[src/rtl/beam_mux_pkg.sv]
// Shared types and constants for the beam source-to-DAC burst multiplexer.
// Holds the FSM state encoding and the saturating drop-counter helper.
package beam_mux_pkg;

   typedef enum logic [1:0] {
      ST_IDLE  = 2'd0,
      ST_ROUTE = 2'd1,
      ST_DROP  = 2'd2
   } mux_state_e;

   localparam int unsigned DROP_CNT_W = 16;

   function automatic logic [DROP_CNT_W-1:0] drop_cnt_inc(input logic [DROP_CNT_W-1:0] cnt);
      return (cnt == '1) ? cnt : cnt + DROP_CNT_W'(1);
   endfunction

endpackage

[src/rtl/beam_mux_out_stage.sv]
// Single-entry output register shared by all DAC channels.
// Data is broadcast to every slice; only the latched channel sees tvalid.
module beam_mux_out_stage #(
   parameter  int unsigned DATA_W  = 32,
   parameter  int unsigned NUM_DAC = 4,
   localparam int unsigned SEL_W   = $clog2(NUM_DAC)
) (
   input  logic                      clk,
   input  logic                      rst_n,
   input  logic                      load,
   input  logic [DATA_W-1:0]         load_data,
   input  logic                      load_last,
   input  logic [SEL_W-1:0]          load_chan,
   input  logic [NUM_DAC-1:0]        dac_tready,
   output logic                      full,
   output logic                      room,
   output logic [NUM_DAC*DATA_W-1:0] dac_tdata,
   output logic [NUM_DAC-1:0]        dac_tvalid,
   output logic [NUM_DAC-1:0]        dac_tlast
);

   logic [DATA_W-1:0] data_q;
   logic              last_q;
   logic [SEL_W-1:0]  chan_q;
   logic              full_q;
   logic              drain;

   assign drain = full_q && dac_tready[chan_q];
   assign room  = !full_q || dac_tready[chan_q];
   assign full  = full_q;

   // A load while draining overwrites in place, giving one beat per cycle.
   always_ff @(posedge clk or negedge rst_n) begin
      if (!rst_n) begin
         data_q <= '0;
         last_q <= 1'b0;
         chan_q <= '0;
         full_q <= 1'b0;
      end else if (load) begin
         data_q <= load_data;
         last_q <= load_last;
         chan_q <= load_chan;
         full_q <= 1'b1;
      end else if (drain) begin
         full_q <= 1'b0;
      end
   end

   always_comb begin
      dac_tvalid = '0;
      dac_tlast  = '0;
      for (int unsigned k = 0; k < NUM_DAC; k++) begin
         if (full_q && (chan_q == SEL_W'(k))) begin
            dac_tvalid[k] = 1'b1;
            dac_tlast[k]  = last_q;
         end
      end
   end

   assign dac_tdata = {NUM_DAC{data_q}};

endmodule

[src/rtl/beam_mux_gen2.sv]
// Routes AXI-Stream bursts from one source to one of NUM_DAC outputs.
// Out-of-range channels are swallowed and counted; routed burst lengths are checked.
module beam_mux_gen2
   import beam_mux_pkg::*;
#(
   parameter  int unsigned DATA_W  = 32,
   parameter  int unsigned NUM_DAC = 4,
   parameter  int unsigned LEN_W   = 16,
   localparam int unsigned SEL_W   = $clog2(NUM_DAC)
) (
   input  logic                      i_clk,
   input  logic                      i_rst_n,
   input  logic [DATA_W-1:0]         axis_source_tdata,
   input  logic                      axis_source_tvalid,
   output logic                      axis_source_tready,
   input  logic                      axis_source_tlast,
   input  logic [SEL_W-1:0]          i_dac_sel,
   input  logic [LEN_W-1:0]          i_burst_len,
   output logic [NUM_DAC*DATA_W-1:0] axis_dac_tdata,
   output logic [NUM_DAC-1:0]        axis_dac_tvalid,
   input  logic [NUM_DAC-1:0]        axis_dac_tready,
   output logic [NUM_DAC-1:0]        axis_dac_tlast,
   output logic                      o_burst_size_error,
   output logic [DROP_CNT_W-1:0]     o_drop_count,
   output logic                      o_busy
);

   mux_state_e            state_q;
   logic [SEL_W-1:0]      chan_q;
   logic [LEN_W-1:0]      beat_cnt_q;
   logic [LEN_W-1:0]      next_cnt;
   logic [DROP_CNT_W-1:0] drop_cnt_q;
   logic                  err_q;
   logic                  ready_en_q;
   logic                  room;
   logic                  full;
   logic                  accept;
   logic                  sel_ok;
   logic                  route_beat;
   logic [SEL_W-1:0]      load_chan;

   // ready_en_q holds tready low through reset and the first edge after it.
   assign axis_source_tready = ready_en_q && ((state_q == ST_DROP) || room);
   assign accept             = axis_source_tvalid && axis_source_tready;
   assign sel_ok             = 32'(i_dac_sel) < NUM_DAC;
   assign route_beat         = accept && (((state_q == ST_IDLE) && sel_ok) || (state_q == ST_ROUTE));
   assign load_chan          = (state_q == ST_IDLE) ? i_dac_sel : chan_q;

   always_comb begin
      next_cnt = LEN_W'(1);
      if (state_q == ST_ROUTE) begin
         next_cnt = (beat_cnt_q == '1) ? beat_cnt_q : beat_cnt_q + LEN_W'(1);
      end
   end

   always_ff @(posedge i_clk or negedge i_rst_n) begin
      if (!i_rst_n) begin
         state_q    <= ST_IDLE;
         chan_q     <= '0;
         beat_cnt_q <= '0;
         drop_cnt_q <= '0;
         err_q      <= 1'b0;
         ready_en_q <= 1'b0;
      end else begin
         ready_en_q <= 1'b1;
         err_q      <= route_beat && axis_source_tlast && (i_burst_len != '0) &&
                       (next_cnt != i_burst_len);
         if (route_beat) begin
            beat_cnt_q <= next_cnt;
         end
         case (state_q)
            ST_IDLE: begin
               if (accept) begin
                  if (sel_ok) begin
                     chan_q <= i_dac_sel;
                     if (!axis_source_tlast) state_q <= ST_ROUTE;
                  end else begin
                     drop_cnt_q <= drop_cnt_inc(drop_cnt_q);
                     if (!axis_source_tlast) state_q <= ST_DROP;
                  end
               end
            end
            ST_ROUTE, ST_DROP: begin
               if (accept && axis_source_tlast) state_q <= ST_IDLE;
            end
            default: state_q <= ST_IDLE;
         endcase
      end
   end

   beam_mux_out_stage #(
      .DATA_W  (DATA_W),
      .NUM_DAC (NUM_DAC)
   ) u_out_stage (
      .clk        (i_clk),
      .rst_n      (i_rst_n),
      .load       (route_beat),
      .load_data  (axis_source_tdata),
      .load_last  (axis_source_tlast),
      .load_chan  (load_chan),
      .dac_tready (axis_dac_tready),
      .full       (full),
      .room       (room),
      .dac_tdata  (axis_dac_tdata),
      .dac_tvalid (axis_dac_tvalid),
      .dac_tlast  (axis_dac_tlast)
   );

   assign o_burst_size_error = err_q;
   assign o_drop_count       = drop_cnt_q;
   assign o_busy             = (state_q != ST_IDLE) || full;

endmodule

[config.mk]
export PLATFORM = sky130hd
export DESIGN_NAME = beam_mux_gen2
export DESIGN_NICKNAME = d
export VERILOG_FILES = /design/src/rtl/beam_mux_pkg.sv /design/src/rtl/beam_mux_out_stage.sv /design/src/rtl/beam_mux_gen2.sv
export SDC_FILE = /design/constraint.sdc
export NUM_CORES = 1
export LEC_CHECK = 0
export ABC_CLOCK_PERIOD_IN_PS = 6600
export CORE_MARGIN = 5
export CORE_UTILIZATION = 40
export DETAILED_ROUTE_END_ITERATION = 12
export PLACE_DENSITY = 0.91
export SETUP_SLACK_MARGIN = 0.1
export SYNTH_ARGS = -nofsm -noshare
export SYNTH_HDL_FRONTEND = slang
export SYNTH_SLANG_ARGS = --single-unit
export TNS_END_PERCENT = 100
[constraint.sdc]
create_clock -name i_clk -period 6.6 [get_ports i_clk]
set_input_delay 1.32 -clock i_clk [delete_from_list [all_inputs] [get_ports i_clk]]
set_output_delay 1.32 -clock i_clk [all_outputs]
set_load 0.02 [all_outputs]
# Word level (Yosys, flattened, before mapping)
# Cells that the tools add are included.
op_classes:
  n_mux: 19
  reduce_logical: 25
  n_addsub: 1
  magnitude_cmp: 1
  n_eq_ne: 10
op_table:
  columns: ["cell", "count"]
  rows:
  - ["2-to-1 mux 16 bit", 2]
  - ["adder 16 x 1 -> 16 bit, second input constant", 1]
  - ["== test 16 bit, second input constant", 1]
  - ["!= test 16 bit", 1]
  - ["nonzero test 16 bit", 1]
  - ["logical AND 1 bit", 12]
  - ["2-to-1 mux 1 bit", 11]
  - ["2-to-1 mux 2 bit", 4]
  - ["== test 2 bit, second input constant", 3]
  - ["!= test 2 bit, second input constant", 3]
  - ["== test 2 x 1 -> 1 bit, second input constant", 2]
  - ["logical NOT 2 bit", 2]
  - ["logical OR 1 bit", 4]
  - ["one-hot mux 2 bit (2 select lines)", 1]
  - ["nonzero test 2 bit", 2]
  - ["< comparator 2 x 3 -> 1 bit, second input constant", 1]
  - ["AND reduction 3 bit", 1]
  - ["binary-select mux 1 bit (select 2 bit)", 1]
  - ["AND reduction 2 bit", 1]
  - ["OR reduction 2 bit", 1]
  - ["logical NOT 1 bit", 1]
totals:
  word_cells: 65
  reg_bits: 58

# Longest topological paths before layout
# Gate-level depths: netlist of run 1.
depth:
  word_depth: 10
  ltp_mapped: 10

# Hierarchy
# A second synthesis of run 1 with hierarchy kept.
unflattened:
  cells_unflattened: 453
  hier_area_um2: 4181.5
modules_own_cells:
  columns: ["module", "area_per_inst_um2", "instances", "cells_per_inst"]
  rows:
  - ["beam_mux_out_stage", 2145.8, 1, 187]
  - ["beam_mux_gen2", 2035.7, 1, 266]

# Worst setup path after synthesis of run 1
# OpenSTA, ideal clock, no wires.
synth_path:
  path_type: "input to output"
  start: "in axis_dac_tready[3]"
  end: "out axis_source_tready"
  stages: 3
  slack_ns: 3.138
  t_arrival_ns: 2.142
  path_buffers: 0
  t_required_ns: 5.280
  path_cell_list: "mux4_2 > nand2b_1 > and2_1"
synth_via:
  elab_chain_len: 5
synth_rtl:
  columns: ["element", "line_no", "rtl"]
  rows:
  - ["from (decl)", "beam_mux_gen2.sv:21", "input logic [NUM_DAC-1:0] axis_dac_tready,"]
  - ["binary-select mux 1 bit (select 2 bit)", "beam_mux_out_stage.sv:29", "assign room = !full_q || dac_tready[chan_q];"]
  - ["2-to-1 mux 1 bit (implied by the code)", "beam_mux_out_stage.sv:29", null]
  - ["logical OR 1 bit", "beam_mux_out_stage.sv:29", null]
  - ["logical OR 1 bit", "beam_mux_gen2.sv:43", "assign axis_source_tready = ready_en_q && ((state_q == ST_DROP) || room);"]
  - ["logical AND 1 bit", "beam_mux_gen2.sv:43", null]
  - ["to (decl)", "beam_mux_gen2.sv:15", "output logic axis_source_tready,"]
# No other way between the ends. The select of a mux whose other input is x is not followed.

# Worst setup path after layout of run 1
layout_path:
  start: "in axis_dac_tready[2]"
  end: "out axis_source_tready"
# Same word-level chain as after synthesis.

==> results.md, run 1 <==
- Mean number of vias per cell: 5.25
- Fraction of final layout cells with drive strength greater than 1: 5.41%
- Required time of the worst setup path: 5.28 ns
- Total iterations of the first detailed-routing run: 5
- Number of hold buffers added after cts: 0
- CTS tree: done
- Share of flip-flops with an asynchronous set or reset after synthesis: 100%
- Critical-path maximum fanout: 3
- Setup repair after global routing missed its margin: false
- Rows: 38
- Number of nets in the layout: 684
- Fraction of the mapped netlist area in adder cells: 0.290%
- Power Total: 2.21 mW
- Combinational family with the most area after synthesis: simple AND/OR/NAND/NOR gates
- Slack of the worst reg-to-reg path: 3.24 ns
- Power density of the placed cells: 387 mW/mm2
- Setup TNS: 0 ns
- GRT Total Usage: 18.6%
- Tightest Pin Transition: 1.13 ns
- Sequential share of the synthesized area: 33.1%
- Final weighted congestion of routability-driven global placement: 0.936
- Outcome: finished, final reports clean
- Overall routed net length: 12500 um
- Number of remaining DRC errors: 0
- Yosys cell types: 61
- Die boundary width: 114 um
- Class of the worst hold path: register to register
- Die ar.: 0.0130 mm2
- Capturing element type of the critical path: output port
- Reg area: 0.00143 mm2
- Global-route wire length before repair: 19700 um
- Data arrival, critical path: 3.08 ns
- Hold violation total from the final report: 0
- Fin crit period: 4.40 ns
- Worst slew margin relative to its limit: 24.0%
- Reported max-cap violation count: 0
- Total of buffers placed on input and output ports: 196
- Area growth from synthesis to final layout: 32.4%
- Area occupied by multi-input gates: 0.00193 mm2
- Final setup violating endpoints: 0
- Num Clock Sinks: 57
- GR Overflow Total: 0
- Average cell area after synthesis: 7.93 um2
- Maximum clock frequency: 0.227 GHz
- Sort of element at the start of the critical path: input port
- Critical setup path kind: input port to output port
- Vertical extent of the die: 114 um
- Vias in the first global route: 3859
- Root Buffer Master: clkbuf_8
- Initial core utilization: 40.3%
- Max-slew violations: 0
- Insertion delay of the later-clocked pin in the worst-skew pair: 0.33 ns
- Count of state elements after synthesis: 57
- Routed vias: 4037
- Clock-pin slew of the registers on the worst-case setup and hold paths: 0.06 ns
- Post-synthesis cell count: 544
- Antenna fix cells: 0
- Mux share of post-synthesis cell area: 2.90%
- Placed wire-length estimate after detailed placement: 9430 um
- EDFF count, synth: 0
- Post-synthesis xor/xnor area fraction: 1.22%
- Number of antenna violations at the first check in global routing: 0
- Clk_skew: 0.0135 ns
- I/O pin count: 213
- Commonest cells after routing, fill and taps aside: clkdlybuf4s50_1, nand2_1, dfrtp_1
- Detailed-route wire length per cell: 16.3 um
- Most common cell after layout, fill and taps aside: clkdlybuf4s50_1
- H-tree levels: 3
- Filler instances: 992
- Clock Path Buffers: 2
- Top FF cell, synth: dfrtp_1
- Pin count of the biggest net entering global routing: 60
- Number of CTS-inserted buffers: 9
- Post-synth design cell area: 0.00431 mm2
- Antenna viol nets, final: 0
- Post-synthesis simple-gate area fraction: 27.6%
- Portion of the clock cycle consumed by the worst path in the final layout: 66.6%
- Area of the core region: 0.0107 mm2
- Iteration-0 DRC count of the detailed router: 306
- CTS-repair resized insts: 0
- IR Drop Worst-Case VDD: 241 uV
- Complex-gate fraction of the synthesized area: 11.3%
- Reported leakage power: 2.41 nW
- Number of synthesis warnings: 0
- Number of buffers inserted by post-CTS setup repair: 0
==> stage by stage <==
| stage | worst slack (ns) | util (%) | cell area, um2 | std cells | hold WS [ns] |
|---|---|---|---|---|---|
| 6_report | 2.20 | 53.4 | 5710 | 769 | 0.492 |
| 5_1_grt | 2.13 | 53.4 | 5710 | 769 | 0.534 |
| 4_1_cts | 2.20 | 53.4 | 5710 | 769 | 0.491 |
| 3_5_place_dp | 2.20 | 51.9 | 5550 | 754 | 0.476 |
| 3_3_place_gp | 2.24 | 51.9 | 5550 | 754 | 0.470 |
| 2_1_floorplan | 3.14 | - | 4370 | 559 | 0.446 |
==> final timing paths <==
| path | from | endpoint | cells past startpoint |
|---|---|---|---|
| max in group asynchronous | i_rst_n | u_out_stage.data_q[27] | 2 |
| min in group asynchronous | i_rst_n | chan_q[1] | 2 |
| hold reg to reg | u_out_stage.last_q | u_out_stage.last_q | 2 |
| setup reg to reg | beat_cnt_q[1] | o_burst_size_error | 8 |
| hold / removal | u_out_stage.last_q | u_out_stage.last_q | 2 |
| setup / recovery | axis_dac_tready[2] | axis_source_tready | 5 |
==> synth_stat cells (4+ instances only) <==
cell type  instances  area [um2]
a21oi_1           26         130
a41oi_1            4        35.0
and2_1             5        31.3
and3_1             6        37.5
buf_2             12        60.1
buf_4            113         848
clkbuf_1          17        63.8
dfrtp_1           57        1430
inv_1              7        26.3
mux2i_1            8        80.1
nand2_1          127         477
nand3_1           13        65.1
nand3b_1           4        30.0
nand4_1           11        68.8
nor2_1            23        86.3
nor3_1             9        45.0
nor4_1             8        50.1
nor4_2             4        50.1
o21ai_0           16        80.1
xnor2_1            5        43.8
==> logic make-up (layout without fill, tap and decap cells) <==
| group | count (synthesis) | after routing |
|---|---|---|
| and+or+nand+nor | 239 | 239 |
| buffers and inverters | 152 | 222 |
| AOI/OAI and AO/OA | 76 | 76 |
| DFF | 57 | 57 |
| muxes | 11 | 11 |
| xor gates and xnor gates | 6 | 6 |
| other | 2 | 17 |
| adders and majority gates | 1 | 1 |
==> state kept, by name (all words and copies together) (netlist names) <==
signal	count
chan_q	2
u_out_stage.last_q	1
ready_en_q	1
o_burst_size_error	1
state_q	1
u_out_stage.data_q	32
u_out_stage.chan_q	2
beat_cnt_q	16
u_out_stage.full	1
==> report_power, final <==
group | internal, mW | switching (mW)
combinational | 0.630 | 0.698
sequential | 0.450 | 0.153
clock | 0.143 | 0.135
total | 1.22 | 0.986
==> critical path: stages <==
cell	delay [ns]
clkdlybuf4s50_1	0.40
mux4_2	0.45
nand2b_1	0.18
and2_1	0.18
clkdlybuf4s50_1	0.54
==> routing by layer <==
metal,global-route usage [%],part of all wire (%),vias to the layer above
met1,21.4,37,1888
li1,-,-,1892
met3,4.99,9.6,23
met4,7.05,2.0,0
met2,33.1,52,234
met5,0,0,-
==> layout make-up <==
| cell class | count | area share [%] |
|---|---|---|
| Multi-Input combinational cell | 350 | 33.9 |
| Sequential cell | 57 | 25.0 |
| Timing Repair Buffer | 200 | 34.8 |
| Clock buffer | 12 | 2.54 |
| Inverter | 7 | 0.460 |
| Tap cell | 140 | 3.07 |
| Clock inverter | 3 | 0.307 |
No activity file was read; power rests on OpenSTA's default activity.
==> run 2, diff against run 1 <==
Settings changed: ABC_CLOCK_PERIOD_IN_PS 6600 to 3600, CORE_UTILIZATION 40 to 37, PLACE_DENSITY 0.91 to 0.88.
Clock period 6.6 ns to 3.6 ns, I/O delays scaled along.
==> results.md, run 2 (synthesis results as in run 1) <==
- Number of nets in the layout: 689
- Area growth from synthesis to final layout: 37.2%
- Max stage delay cell, worst path: clkdlybuf4s50_1
- Number of CTS-inserted buffers: 9
- Overall routed net length: 11900 um
- Sort of element at the start of the critical path: input port
- Vias in the first global route: 3738
- CTS tree: done
- Most common cell after layout, fill and taps aside: clkdlybuf4s50_1
- Setup TNS: 0 ns
- Rows: 39
- Commonest cells after routing, fill and taps aside: clkdlybuf4s50_1, nand2_1, dfrtp_1
- Antenna viol nets, final: 0
- Total iterations of the first detailed-routing run: 5
- Hold violation total from the final report: 0
- CTS-repair resized insts: 0
- Iteration-0 DRC count of the detailed router: 296
- Capturing element type of the critical path: output port
- Power density of the placed cells: 753 mW/mm2
- Max-slew violations: 0
- Number of buffers inserted by post-CTS setup repair: 0
- Pin count of the biggest net entering global routing: 34
- CP most frequent cell: clkdlybuf4s50_1
- Slack of the critical path: 0.408 ns
- Routed vias: 3987
- I/O pin count: 213
- Flip-flop count of the largest register, all copies and words added: 32
- Total of buffers placed on input and output ports: 196
- Number of antenna violations at the first check in global routing: 0
- GR Overflow Total: 0
- Root Buffer Master: clkbuf_16
- Registers with the most flip-flops: u_out_stage.data_q x32, beat_cnt_q x16
- Data arrival, critical path: 2.47 ns
- Mean number of vias per cell: 5.13
- Filler instances: 1085
- Critical setup path kind: input port to output port
- Critical-path maximum fanout: 3
- Vertical extent of the die: 118 um
- Outcome: finished, final reports clean
- H-tree levels: 3
- Die ar.: 0.0139 mm2
- Global-route wire length before repair: 19300 um
- GRT Total Usage: 16.4%
- Insertion delay of the later-clocked pin in the worst-skew pair: 0.32 ns
- Detailed-route wire length per cell: 15.3 um
- Area of the core region: 0.0114 mm2
- Clock Path Buffers: 2
- Largest reg by FF count: u_out_stage.data_q
- Clk_skew: 0.00814 ns
- Crit-path max cell delay: 0.54 ns
- Number of remaining DRC errors: 0
- Initial core utilization: 37.8%
- Critical path cell sequence: clkdlybuf4s50_1 -> mux4_2 -> nand2b_1 -> and2_1 -> clkdlybuf4s50_1
- Required time of the worst setup path: 2.88 ns
- Class of the worst hold path: input port to asynchronous set/reset pin
- Fraction of final layout cells with drive strength greater than 1: 6.47%
- Antenna fix cells: 0
- IR Drop Worst-Case VDD: 518 uV
- Setup repair after global routing missed its margin: false
- Portion of the clock cycle consumed by the worst path in the final layout: 88.7%
- Area post-placement: 0.00559 mm2
- Number of hold buffers added after cts: 0
- Reported max-cap violation count: 0
- Maximum clock frequency: 0.313 GHz
- Placed wire-length estimate after detailed placement: 9270 um
- Tightest Pin Transition: 0.948 ns
- Final setup violating endpoints: 0
- Worst slew margin relative to its limit: 36.2%
- Final weighted congestion of routability-driven global placement: 0.938
- Reported leakage power: 2.51 nW
- Num Clock Sinks: 57
- Worst setup slack before clock tree synthesis: 0.422 ns
- Final std cell area, no fill: 0.00592 mm2
- Fin crit period: 3.19 ns
- Clock-pin slew of the registers on the worst-case setup and hold paths: 0.06 ns
- Die boundary width: 118 um
-- run 2: changes by cell type in the layout (fill, tap and decap cells not counted) --
cell / change
clkbuf_16: +9
clkbuf_8: -8
buf_4: +5
bufinv_16: +2
clkbuf_1: -2
clkinv_2: -2
clkinv_4: +1
-- run 2: path summary, 6_finish.rpt --
path | from | to | slack (ns) | depth (start not counted)
worst max register to register | beat_cnt_q[0] | o_burst_size_error | 0.78 | 8
worst max-delay path | axis_dac_tready[3] | axis_source_tready | 0.41 | 5
worst min-delay path | i_rst_n | u_out_stage.data_q[3] | 0.37 | 1
min in group i_clk | u_out_stage.last_q | u_out_stage.last_q | 0.49 | 2
worst min register to register | u_out_stage.last_q | u_out_stage.last_q | 0.49 | 2
max in group asynchronous | i_rst_n | u_out_stage.data_q[7] | 2.44 | 2
-- run 2: per-stage QoR --
| step | hold WS [ns] | util, % | cells | total power [mW] |
|---|---|---|---|---|
| floorplan | 0.424 | - | 559 | 2.79 |
| global placement | 0.483 | 49.0 | 762 | 3.51 |
| detailed placement | 0.494 | 49.0 | 762 | 3.57 |
| CTS | 0.390 | 51.8 | 777 | 4.51 |
| global route | 0.411 | 51.8 | 777 | 4.69 |
| finish | 0.375 | 51.8 | 777 | 4.46 |
-- run 2: routing by layer --
layer  wire [um]  track usage [%]
met5           0                0
met4         139             3.66
met3        1070             4.57
met2        6160             29.5
met1        4550             19.3
-- run 2: critical path, delay by kind of cell --
family                 cells  cell delay, ns
buffers and inverters      2            0.94
AND/OR/NAND/NOR            2            0.36
multiplexers               1            0.45
-- run 2: report_power, final --
part | switching, mW | internal, mW
logic | 1.23 | 1.17
clock network | 0.291 | 0.640
registers | 0.303 | 0.825
-- run 2: area by class of cell --
class	count	area (um2)	share of cell area (%)
Sequential cell	57	1430	24.1
Clock inverter	4	76.3	1.29
Timing Repair Buffer	205	2020	34.2
Tap cell	143	179	3.02
Clock buffer	11	253	4.27
Multi-Input combinational cell	350	1930	32.7
Inverter	7	26.3	0.444
==> run 3, diff against run 2 <==
Settings changed: CTS_CLUSTER_DIAMETER set to 50.
==> results of run 3 <==
Final layout, timing and power as in run 2 (identical DEF).
